===== src/rtl/jserial_addsub.sv =====
// Bit-serial adder/subtractor: operands arrive LSB first, one bit per clock,
// and the completed WIDTH-bit result is published with a one-cycle isvalid pulse.
module jserial_addsub #(
    parameter int WIDTH = 4,
    parameter int CW    = $clog2(WIDTH + 1)
) (
    input  logic             clk,
    input  logic             rst,
    input  logic             start,
    input  logic             sub,
    input  logic             carryin,
    input  logic             a,
    input  logic             b,
    output logic             busy,
    output logic [WIDTH-1:0] y,
    output logic             carryout,
    output logic             overflow,
    output logic             isvalid,
    output logic             currentsum,
    output logic             currentcarryout,
    output logic [CW-1:0]    currentbitcount
);

    typedef enum logic {IDLE, RUN} state_t;

    state_t           state_q, state_d;
    logic             sub_q, sub_d;
    logic             carry_q, carry_d;
    logic [WIDTH-1:0] y_q, y_d;
    logic             cout_q, cout_d;
    logic             ovf_q, ovf_d;
    logic             valid_q, valid_d;
    logic             csum_q, csum_d;
    logic             ccout_q, ccout_d;
    logic [CW-1:0]    cnt_q, cnt_d;

    logic             absorb;
    logic             last;
    logic             sub_eff;
    logic             cin;
    logic             bb;
    logic             s;
    logic             cn;
    logic [WIDTH-1:0] full;

    // On the accept edge the live inputs are used; afterwards the latched mode and running carry.
    assign absorb  = (state_q == RUN) || start;
    assign sub_eff = (state_q == IDLE) ? sub : sub_q;
    assign cin     = (state_q == IDLE) ? (carryin ^ sub) : carry_q;
    assign last    = (state_q == IDLE) ? (WIDTH == 1) : (cnt_q == CW'(WIDTH - 1));

    assign bb = b ^ sub_eff;
    assign s  = a ^ bb ^ cin;
    assign cn = (a & bb) | (a & cin) | (bb & cin);

    // Earlier sum bits sit below the incoming one, so after WIDTH bits the first lands at y[0].
    generate
        if (WIDTH > 1) begin : g_acc
            logic [WIDTH-2:0] acc_q;
            logic [WIDTH-2:0] acc_d;

            assign full  = {s, acc_q};
            assign acc_d = full[WIDTH-1:1];

            always_ff @(posedge clk or negedge rst) begin
                if (!rst) begin
                    acc_q <= '0;
                end else if (absorb) begin
                    acc_q <= acc_d;
                end
            end
        end else begin : g_noacc
            assign full = s;
        end
    endgenerate

    always_comb begin
        state_d = state_q;
        sub_d   = sub_q;
        carry_d = carry_q;
        y_d     = y_q;
        cout_d  = cout_q;
        ovf_d   = ovf_q;
        valid_d = 1'b0;
        csum_d  = csum_q;
        ccout_d = ccout_q;
        cnt_d   = cnt_q;

        case (state_q)
            IDLE: begin
                if (start) begin
                    sub_d = sub;
                    cnt_d = CW'(1);
                    if (!last) begin
                        state_d = RUN;
                    end
                end
            end
            RUN: begin
                cnt_d = cnt_q + CW'(1);
                if (last) begin
                    state_d = IDLE;
                end
            end
            default: state_d = IDLE;
        endcase

        if (absorb) begin
            carry_d = cn;
            csum_d  = s;
            ccout_d = cn;
            if (last) begin
                y_d     = full;
                cout_d  = cn;
                // A single-bit result has no separate sign bit, so no signed overflow is reported.
                ovf_d   = (WIDTH > 1) ? (cin ^ cn) : 1'b0;
                valid_d = 1'b1;
            end
        end
    end

    always_ff @(posedge clk or negedge rst) begin
        if (!rst) begin
            state_q <= IDLE;
            sub_q   <= 1'b0;
            carry_q <= 1'b0;
            y_q     <= '0;
            cout_q  <= 1'b0;
            ovf_q   <= 1'b0;
            valid_q <= 1'b0;
            csum_q  <= 1'b0;
            ccout_q <= 1'b0;
            cnt_q   <= '0;
        end else begin
            state_q <= state_d;
            sub_q   <= sub_d;
            carry_q <= carry_d;
            y_q     <= y_d;
            cout_q  <= cout_d;
            ovf_q   <= ovf_d;
            valid_q <= valid_d;
            csum_q  <= csum_d;
            ccout_q <= ccout_d;
            cnt_q   <= cnt_d;
        end
    end

    assign busy            = (state_q == RUN);
    assign y               = y_q;
    assign carryout        = cout_q;
    assign overflow        = ovf_q;
    assign isvalid         = valid_q;
    assign currentsum      = csum_q;
    assign currentcarryout = ccout_q;
    assign currentbitcount = cnt_q;

endmodule


===== config.mk =====
export PLATFORM = sky130hd
export DESIGN_NAME = jserial_addsub
export DESIGN_NICKNAME = d
export VERILOG_FILES = /design/src/rtl/jserial_addsub.sv
export SDC_FILE = /design/constraint.sdc
export NUM_CORES = 1
export LEC_CHECK = 0
export ABC_AREA = 0
export CAP_MARGIN = 20
export CORE_ASPECT_RATIO = 0.9
export CORE_UTILIZATION = 48
export CTS_CLUSTER_DIAMETER = 80
export CTS_CLUSTER_SIZE = 40
export DETAILED_ROUTE_END_ITERATION = 8
export PLACE_DENSITY = 0.8
export SLEW_MARGIN = 20
export SYNTH_ARGS = -nofsm -noshare
export SYNTH_HDL_FRONTEND = slang
export SYNTH_SLANG_ARGS = --single-unit

===== constraint.sdc =====
create_clock -name clk -period 2.9 [get_ports clk]
set_input_delay 0.29 -clock clk [delete_from_list [all_inputs] [get_ports clk]]
set_output_delay 0.29 -clock clk [all_outputs]
set_load 0.1 [all_outputs]

==> reports/summary.txt <==
status = complete, no violations
Longest Clk Path Bufs = 2
placed wire-length estimate = 826 µm
CP Class = flip-flop to flip-flop
Crit Reg-Reg Startpoint = busy$_DFF_PN0_
Worst R2R End = overflow$_DFFE_PN0P_
final setup fails = 0
antenna cells = 0
fmax = 505 MHz
first-pass GRT wire length = 1930 µm
ANT nets after route = 0
post-synthesis cell type count = 18
Avg Cell Area, Syn = 13.3 µm²
cts hold-fix bufs = 0
Seq/Total Area, Yosys = 0.569
worst-path maximum fanout = 15
Mapped Area = 703 µm²
hold crit path type = input pin to asynchronous set/reset pin
post-CTS setup buffers = 0
fin crit share = 0.683
yosys warns = 0
Clock transition at path regs = 90 ps
TritonCTS Buffers = 3
Area growth syn-to-layout = 29.0%
met2 Use GR = 0.277
setup_tns = 0 ps
RSZ-0062 raised after global routing = no
# nets final = 86
max cap viols = 0
DR iter-0 viols = 4
H-tree depth = 1
Total Routing Usage GR = 0.172
most common cell after layout, fill and taps aside = dfrtp_1
number of synthesized register bits = 16
DR vias/cell = 5.16
Rows = 12
crit path time final = 1980 ps
DR vias = 459
Post-Syn Instances = 53
Slew @ Worst Pin = 710 ps
CTS resizes = 0
Chip Height = 38.3 µm
most frequent cells in the layout = dfrtp_1 (16), buf_4 (13), mux2_2 (6), clkdlybuf4s50_1 (6), inv_1 (5)
Fin. Hold Viols = 0
vias in the first global route = 439
Pre-Repair DR Iteration Count = 2
GPL Wtd Cong = 0.696
required time worst endpoint = 3080 ps
WL/cell = 12.6 µm
startpoint types = flip-flop
critical path endpoint category = flip-flop
grt met3 use = 0.0425
slew margin rel. = 0.525
Worst EP arrival = 2160 ps
fraction of layout cells with a size suffix above 1 = 0.347
post-synth net total = 63
CTS sink cnt = 16
total wire length = 1130 µm
GR Util met1 = 0.216
Clock Latency Late Sink = 280 ps
die extent in x = 42.3 µm
FF-to-FF setup slack = 920 ps
CTS root buf = clkbuf_4
CTS tree = yes
die area = 1620 µm²
grt ovf = 0
I/O pins = 20
Initial Utilization = 0.545
number of buffers added on ports = 19
Top Usage Layer GRT = met2
# DRC = 0
largest net degree at the start of global routing = 17
final-report max-slew violation count = 0
initial antenna violation count = 0
clk_skew = 1.17 ps
core area = 1290 µm²
worst-case reg-to-reg path depth = 5
## cell families (layout without fill, tap and decap cells)
kind of cell	Yosys count	count (layout)	share of synthesized area
flops	16	16	0.569
mux	11	11	0.174
fa+ha+maj	3	3	0.0641
simple gates	8	8	0.0658
buf+inv	6	28	0.0374
compound gates	6	6	0.0516
xor+xnor	3	3	0.0374
## sequential cells by signal, indices dropped and copies added (netlist names)
register,count
y,4
currentbitcount,3
g_acc.acc_q,3
busy,1
carryout,1
currentcarryout,1
isvalid,1
overflow,1
sub_q,1
## area by class of cell
cell class	instances	area, µm²
inverters	5	18.8
multi-input cells	31	277
clock buffers	4	36.3
flip-flops and latches	16	400
well taps	14	17.5
fillers	99	384
repair buffers	19	158
## how the worst max path moves through the flow
stage / startpoint / end
3_5_place_dp: sub / overflow$_DFFE_PN0P_
3_3_place_gp: sub / overflow$_DFFE_PN0P_
5_1_grt: busy$_DFF_PN0_ / overflow$_DFFE_PN0P_
6_report: busy$_DFF_PN0_ / overflow$_DFFE_PN0P_
4_1_cts: busy$_DFF_PN0_ / overflow$_DFFE_PN0P_
2_1_floorplan: busy$_DFF_PN0_ / overflow$_DFFE_PN0P_
## through the flow
| step | instance area (µm²) | setup slack, ps | instances | utilization | hold WS, ps |
|---|---|---|---|---|---|
| after floorplan | 703 | 345 | 53 | - | -5.59 |
| after global placement | 871 | 876 | 85 | 0.674 | 487 |
| after detailed placement | 871 | 847 | 85 | 0.674 | 493 |
| after CTS | 907 | 918 | 89 | 0.703 | 442 |
| after global routing | 907 | 808 | 89 | 0.703 | 479 |
| final | 907 | 920 | 89 | 0.703 | 426 |
## routing by layer
layer | part of all wire | vias up
met1 | 0.46 | 220
met4 | 0.012 | 0
met2 | 0.49 | 13
met3 | 0.037 | 2
li1 | - | 224
met5 | 0 | -
## cell usage after synthesis
cell      instances  area (µm²)
a21oi_1           4        20.0
nor3_1            3        15.0
fa_1              1        20.0
or2_4             1        8.76
xor2_1            2        17.5
a22o_1            1        8.76
mux2i_1           4        40.0
mux2_2            6        67.6
xnor2_1           1        8.76
nand2_2           1        6.26
buf_4             1        7.51
nand2b_1          2        12.5
dfrtp_1          16         400
o31ai_1           1        7.51
mux2_4            1        15.0
inv_1             5        18.8
nor2_1            1        3.75
ha_1              2        25.0
## critical path, cell delays in order (launching register included)
cell and delay (ps):
dfrtp_1 650, mux2i_1 270, xor2_1 110, fa_1 450, xnor2_1 140, mux2_2 250
Power is not shown: default switching activity piles up to over one toggle a cycle in this logic, so the estimate is an artifact.
